[src/rtl/tt_pkg.sv]
// Shared types and helpers for the truth-table sweep reader.
// Holds the sweep FSM state encoding and the binary-to-Gray helper.
package tt_pkg;

    localparam int N_IN_DEF = 3;
    localparam int TT_W_DEF = 2 ** N_IN_DEF;

    typedef enum logic [1:0] {
        IDLE,
        SETTLE,
        SAMPLE,
        DONE
    } tt_state_e;

    function automatic logic [7:0] bin2gray(input logic [7:0] b);
        return b ^ (b >> 1);
    endfunction

endpackage

[src/rtl/tt_settle_timer.sv]
// Loadable down-counter that flags when the settle wait has elapsed.
// Holds at zero once expired until it is reloaded.
module tt_settle_timer #(
    parameter int W = 8
) (
    input  logic         clk_i,
    input  logic         rst_ni,
    input  logic         load_i,
    input  logic [W-1:0] load_val_i,
    input  logic         en_i,
    output logic         expired_o
);

    logic [W-1:0] cnt_q;

    // Load takes priority; otherwise count down while enabled.
    always_ff @(posedge clk_i or negedge rst_ni) begin
        if (!rst_ni) begin
            cnt_q <= '0;
        end else if (load_i) begin
            cnt_q <= load_val_i;
        end else if (en_i && (cnt_q != '0)) begin
            cnt_q <= cnt_q - 1'b1;
        end
    end

    assign expired_o = (cnt_q == '0);

endmodule

[src/rtl/tt_sweep_capture.sv]
// Sweeps every input row of a truth-table function and captures its code.
// Optional TT_SWEEP_GRAY_EN drives rows in Gray order.
module tt_sweep_capture
    import tt_pkg::*;
#(
    parameter int N_IN          = N_IN_DEF,
    parameter int SETTLE_CYCLES = 4,
    localparam int TT_W         = 2 ** N_IN
) (
    input  logic            clk,
    input  logic            rst_n,
    input  logic            start,
    input  logic [TT_W-1:0] expected,
    output logic [N_IN-1:0] stim,
    input  logic            resp,
    output logic            busy,
    output logic            done,
    output logic [TT_W-1:0] result,
    output logic            match
);

    localparam logic [7:0] LOAD_VAL =
        (SETTLE_CYCLES > 0) ? 8'(SETTLE_CYCLES - 1) : 8'd0;

    // With no settle wait, each new stimulus is sampled on the next edge.
    localparam tt_state_e AFTER_STIM =
        (SETTLE_CYCLES == 0) ? SAMPLE : SETTLE;

    tt_state_e       state_q;
    logic [N_IN-1:0] row_q;
    logic [N_IN-1:0] stim_q;
    logic [TT_W-1:0] exp_q;
    logic [TT_W-1:0] result_q;
    logic            busy_q;
    logic            done_q;
    logic            match_q;

    logic [N_IN-1:0] row_nxt;
    logic [N_IN-1:0] stim_nxt;
    logic [N_IN-1:0] bit_idx;
    logic            last_row;
    logic            tmr_load;
    logic            tmr_en;
    logic            tmr_expired;

    assign row_nxt  = row_q + 1'b1;
    assign last_row = (row_q == N_IN'(TT_W - 1));

`ifdef TT_SWEEP_GRAY_EN
    assign stim_nxt = N_IN'(bin2gray(8'(row_nxt)));
`else
    assign stim_nxt = row_nxt;
`endif

    // Pattern p lands in bit TT_W-1-p, which is the bitwise inverse of p.
    assign bit_idx = ~stim_q;

    assign tmr_load = ((state_q == IDLE) && start) ||
                      ((state_q == SAMPLE) && !last_row);
    assign tmr_en   = (state_q == SETTLE);

    tt_settle_timer #(
        .W(8)
    ) u_timer (
        .clk_i     (clk),
        .rst_ni    (rst_n),
        .load_i    (tmr_load),
        .load_val_i(LOAD_VAL),
        .en_i      (tmr_en),
        .expired_o (tmr_expired)
    );

    // Sweep sequencer with registered outputs and in-place result assembly.
    always_ff @(posedge clk or negedge rst_n) begin
        if (!rst_n) begin
            state_q  <= IDLE;
            row_q    <= '0;
            stim_q   <= '0;
            exp_q    <= '0;
            result_q <= '0;
            busy_q   <= 1'b0;
            done_q   <= 1'b0;
            match_q  <= 1'b0;
        end else begin
            unique case (state_q)
                IDLE: begin
                    done_q <= 1'b0;
                    if (start) begin
                        exp_q    <= expected;
                        row_q    <= '0;
                        stim_q   <= '0;
                        result_q <= '0;
                        match_q  <= 1'b0;
                        busy_q   <= 1'b1;
                        state_q  <= AFTER_STIM;
                    end
                end
                SETTLE: begin
                    if (tmr_expired) begin
                        state_q <= SAMPLE;
                    end
                end
                SAMPLE: begin
                    result_q[bit_idx] <= resp;
                    if (!last_row) begin
                        row_q   <= row_nxt;
                        stim_q  <= stim_nxt;
                        state_q <= AFTER_STIM;
                    end else begin
                        state_q <= DONE;
                    end
                end
                DONE: begin
                    done_q  <= 1'b1;
                    busy_q  <= 1'b0;
                    stim_q  <= '0;
                    match_q <= (result_q == exp_q);
                    state_q <= IDLE;
                end
                default: begin
                    state_q <= IDLE;
                end
            endcase
        end
    end

    assign stim   = stim_q;
    assign busy   = busy_q;
    assign done   = done_q;
    assign result = result_q;
    assign match  = match_q;

endmodule

[config.mk]
export PLATFORM = sky130hd
export DESIGN_NAME = tt_sweep_capture
export DESIGN_NICKNAME = d
export VERILOG_FILES = /design/src/rtl/tt_pkg.sv /design/src/rtl/tt_settle_timer.sv /design/src/rtl/tt_sweep_capture.sv
export SDC_FILE = /design/constraint.sdc
export NUM_CORES = 1
export LEC_CHECK = 0
export ABC_AREA = 1
export CAP_MARGIN = 0
export CORE_UTILIZATION = 35
export CTS_CLUSTER_SIZE = 40
export DETAILED_ROUTE_END_ITERATION = 7
export GPL_ROUTABILITY_DRIVEN = 0
export GPL_TIMING_DRIVEN = 0
export PLACE_DENSITY = 0.64
export SLEW_MARGIN = 20
export SYNTH_ARGS = -nofsm -noshare
export SYNTH_HDL_FRONTEND = slang
export SYNTH_SLANG_ARGS = --single-unit
[constraint.sdc]
create_clock -name clk -period 1.46 [get_ports clk]
set_clock_uncertainty 0.1 [all_clocks]
set_input_delay 0.292 -clock clk [delete_from_list [all_inputs] [get_ports clk]]
set_output_delay 0.292 -clock clk [all_outputs]
set_load 0.01 [all_outputs]
# ---- Yosys cells after proc, flatten, opt, wreduce, memory -nomap -nowiden
# Cells that the tools add are included.
# W data, S select, Z words.
dict set report classes {
  addsub 2
  n_lt_le_gt_ge 2
  eq_ne 8
  muxes 20
  bitwise_logic 1
  n_reduce_logical 19
}
# op n
set op_table {}
lappend op_table {{$mux W8} 3}
lappend op_table {{$pmux W8 S2} 1}
lappend op_table {{$pmux W3 S3} 1}
lappend op_table {{$bwmux W8} 1}
lappend op_table {{$eq A8 B8 Y1} 1}
lappend op_table {{$logic_not A8 Y1} 1}
lappend op_table {{$pmux W2 S4} 1}
lappend op_table {{$reduce_and A2 Y1} 4}
lappend op_table {{$reduce_bool A8 Y1} 1}
lappend op_table {{$sub A8 B1 Y8 const B} 1}
lappend op_table {{$mux W2} 3}
lappend op_table {{$mux W3} 2}
lappend op_table {{$ne A2 B2 Y1 const B} 3}
lappend op_table {{$pmux W1 S2} 3}
lappend op_table {{$pmux W3 S2} 1}
lappend op_table {{$reduce_and A3 Y1} 2}
lappend op_table {{$reduce_bool A2 Y1} 3}
lappend op_table {{$eq A2 B2 Y1 const B} 2}
lappend op_table {{$logic_and A1 B1 Y1} 4}
lappend op_table {{$lt A3 B4 Y1 const B} 1}
lappend op_table {{$add A3 B1 Y3 const B} 1}
lappend op_table {{$demux W1 S3} 1}
lappend op_table {{$eq A3 B3 Y1 const B} 1}
lappend op_table {{$ge A3 B1 Y1 const B} 1}
lappend op_table {{other kinds (7)} 9}
dict set report totals {
  reg_bits 35
  word_cells 61
}

# ---- Logic depth before layout (Yosys ltp)
dict set report logic_depth {
  word_depth 7
  ltp_mapped 9
  ltp_nobuf 9
}

# ---- Cells and area by module
# Synthesis repeated with hierarchy kept, for this count alone.
dict set report hier_totals {
  cells_unflattened 268
  area_unflattened_um2 1990.7
}
# module n_inst cells_per_inst area_per_inst_um2 seq_area_each_um2
set modules_own_cells {}
lappend modules_own_cells {tt_sweep_capture 1 175 1393.8 675.6}
lappend modules_own_cells {tt_settle_timer 1 93 596.8 200.2}

# ---- Worst setup path before layout
# Ideal clock, no wire load.
dict set report synth_timing {
  path_type {register to register}
  startpoint {reg state_q[1]}
  endpoint {reg result_q[1] (netlist: result[1])}
  setup_ns 0.126
  arrival_time_ns 1.277
  required_time_ns 1.234
  path_slack_ns -0.043
  path_stages_with_launch 8
  path_buffers 1
  period_less_slack_ns 1.503
  cell_sequence {dfrtp_1 > inv_1 > ha_1 > inv_2 > or2_1 > buf_2 > nand3_2 > o22ai_1}
}
dict set report synth_between {
  elab_chain_len 3
}
# item line_no
set synth_lines {}
lappend synth_lines {{start, declared} tt_sweep_capture.sv:29} ;# tt_state_e state_q;
lappend synth_lines {{start signal, assigned} tt_sweep_capture.sv:76} ;# state_q <= IDLE;
lappend synth_lines {{start signal, assigned} tt_sweep_capture.sv:95} ;# state_q <= AFTER_STIM;
lappend synth_lines {{start signal, assigned} tt_sweep_capture.sv:100} ;# state_q <= SAMPLE;
lappend synth_lines {{$eq A2 B2 Y1 / $logic_not A2 Y1 (equally long branches)} tt_sweep_capture.sv:85} ;# unique case (state_q)
lappend synth_lines {{$reduce_bool A2 Y1 (no line) / $ne A2 B2 Y1 (equally long branches)} --}
lappend synth_lines {{$reduce_and A2 Y1 (no line)} --}
lappend synth_lines {{end signal, assigned by index} tt_sweep_capture.sv:104} ;# result_q[bit_idx] <= resp;
lappend synth_lines {{end, declared} tt_sweep_capture.sv:33} ;# logic [TT_W-1:0] result_q;
# Several ways; a longest one is shown, not always the timed one.
# A chain may end at the register's enable or synchronous reset.

# ---- Worst setup path after layout
dict set report layout_timing {
  startpoint {reg state_q[0]}
  endpoint {reg result_q[5] (netlist: result[5])}
}
# Same word-level chain as after synthesis.

==> results.md <==
- Remaining DRCs: 0
- Synth-to-Final Area Change: 42.12%
- CTS H-tree depth: 2
- Worst hold path class: in -> async
- Initial antenna violation count: 0
- Wire per inst: 11.91 µm
- Slew headroom: between 70% and 80%
- Crit path from: state_q[0]
- Reg2reg setup slack: -0.05 ns
- Fin nets: 300
- First-pass GRT wire length: between 6 and 7 mm
- Share of cells above drive strength 1: 23.93%
- Final-report max-slew violation count: 0
- Flops & latches, synth: 35
- CTS sink cnt: 35
- DRT Wirelength: 4.169 mm
- Post-place setup slack: -0.2705 ns
- Slew @ Worst Pin: 0.3750 ns
- CTS Root Buffer Type: clkbuf_8
- CTS max path bufs: 2
- Req. time, crit path: 1.52 ns
- Fmax: 664.4 MHz
- Syn_nets: 250
- Violated checks: negative setup slack
- Yosys cell types: 22
- Reg2reg path depth: 6
- Fin Setup TNS: -0.2472 ns
- CP Class: reg -> reg
- Period Utilization, post-route: 103.1%
- Area of the multi-input gates: between 0.001 and 0.0015 mm²
- Commonest non-fill, non-tap cell in the layout: nand2_1
- RSZ-0062 raised after global routing: yes
- # rows: 26
- Avg Inst Size Synth: 8.008 µm²
- Reg2reg start: state_q[0]
- Number of port buffers: 25
- Outcome: finished, violations left
- Initial DRC count: 83
- Most frequent cells in the layout: 58 x nand2_1, 35 x dfrtp_1, 23 x inv_1
- Drt pass-1 iters: 4
- Cells after DPL: 326
- CTS tree: yes
- Post-synthesis sequential area ratio: ~48%
- Post-synthesis cell area: ~0.0018 mm²
- Die Span Y: about 75 µm
- Clock-pin slew on the worst setup and hold paths: around 0.080 ns
- Core Region: between 0.005 and 0.006 mm²
- Min Clock Period, post-route: 1.505 ns
- Worst hold slack: around 0.36 ns
- # fillers: between 400 and 500
- Largest net degree at the start of global routing: 23
- Worst setup SP type: flop
- Final setup vio count: 11
- PwrDens: 1890 mW/mm²
- Boundary Pins: 26
- Die area: 0.005556 mm²
- Vias in the first global route: 1441
- GR Util All Layers: 15.71%
- Lkg Pwr: 1.251 nW
- Post-synthesis cell count: between 200 and 250
- Diodes inserted: 0
- Clock buffer count from CTS: 5
- Final instance area: 0.002618 mm²
- Via count: about 1600
- Clk_lat worst skew: approximately 0.29 ns
- DR vias/cell: between 4 and 5
- Crit-path max FO: 8
- GRT overflow: 0
- Antenna viol nets, final: 0
- Non-Filler Instances: 350
- Hpwl dp: 2.819 mm
- Starting Density: 36.29%
- Endpoint type of the worst setup path: flop
- Max Cap Violations: 0
- Max IR drop VDD: just over 0.0006 V
- Chip width: between 70 and 80 µm
- FF-to-FF End: result[5]
- Synth Warn #: 0
- Register area: 875.8 µm²
- Hold Vio Cnt, Final: 0
- CP arrival: 1.56 ns
- Final setup margin: -0.04504 ns
- Cell Area, Placed: 0.002215 mm²
-- logic make-up (layout without fill, tap and decap cells) --
logic type      after synthesis  count (layout)  share of synthesized area [%]
buf+inv                      37              87                          7.744
flops                        35              35                          47.55
xor+xnor                      7               7                          3.329
fa+ha+maj                     8               8                          5.435
compound gates               42              42                          12.43
simple gates                101             101                          23.51
-- worst max-delay path, cell delays in order (launching register included) --
cell	delay [ns]
dfrtp_1	0.40
inv_2	0.11
ha_4	0.22
inv_2	0.04
or2_4	0.28
nand3_4	0.12
o22ai_1	0.10
-- timing repair --
action / CTS / global route
endpoints found under the setup margin: 46 / 31
hold endpoints to repair: 13 / 0
resized for setup: 32 / 29
pin swaps: 8 / 9
hold buffers: 1 / 0
setup buffers: 10 / 7
-- cell type report --
type                       count  share of cell area [%]
clock buffer                   6                   3.155
clock inverter                 1                  0.1912
multi-input combinational    158                   38.24
sequential                    35                   33.46
timing repair buffer          44                   15.63
inverter                      34                   5.354
tap                           70                   3.346
buffer                         2                  0.6214
-- worst max path at each step --
stage          depth (start not counted)               end  slack [ns]
2_1_floorplan                          9  u_timer.cnt_q[5]       0.007
3_3_place_gp                           1           stim[0]       -0.82
3_5_place_dp                           6         result[5]       -0.27
4_1_cts                                7  u_timer.cnt_q[7]      -0.009
5_1_grt                                7         result[7]       -0.10
6_report                               6         result[5]       -0.05
-- power breakdown --
group | leakage, nW | total (mW) | internal, mW | switching, mW
logic | 0.746 | 2.70 | 1.16 | 1.55
clock network | 0.0470 | 0.707 | 0.370 | 0.337
registers | 0.458 | 1.54 | 1.30 | 0.240
total | 1.25 | 4.95 | 2.82 | 2.12
-- registers in the layout, indices dropped and copies added, names as in the netlist --
| register | flops |
|---|---|
| row_q | 3 |
| done | 1 |
| match | 1 |
| busy | 1 |
| result | 8 |
| exp_q | 8 |
| state_q | 2 |
| u_timer.cnt_q | 8 |
| stim | 3 |
-- cell usage after synthesis, drive strengths merged --
cell type | n | area (µm²)
nand4 | 4 | 25.02
o22ai | 7 | 43.79
xnor2 | 2 | 17.52
nand2 | 66 | 252.7
nor3 | 1 | 5.000
ha | 8 | 100.1
or2 | 1 | 6.260
o211ai | 1 | 7.510
inv | 34 | 127.6
buf | 3 | 15.01
o21ai | 26 | 137.6
nor2 | 13 | 53.80
nand3 | 16 | 90.09
a21oi | 8 | 40.04
dfrtp | 35 | 875.8
xor2 | 5 | 43.79
-- stage by stage --
stage / power, mW / utilization, %
after floorplan: 2.928 / -
after global placement: 3.469 / 43.20
after detailed placement: 3.521 / 43.64
after CTS: 4.533 / 48.40
after global routing: 5.368 / 51.58
final: 4.947 / 51.58
-- metal layers --
layer  share of wire [%]  global-route usage [%]  vias to the layer above
li1                    -                       -                      837
met1                  47                   19.92                      755
met2                  50                   25.83                       27
met3                 3.6                   3.659                        2
met4                0.31                   6.289                        0
met5                   0                       0                        -
Power figures use the tool's default switching activity.
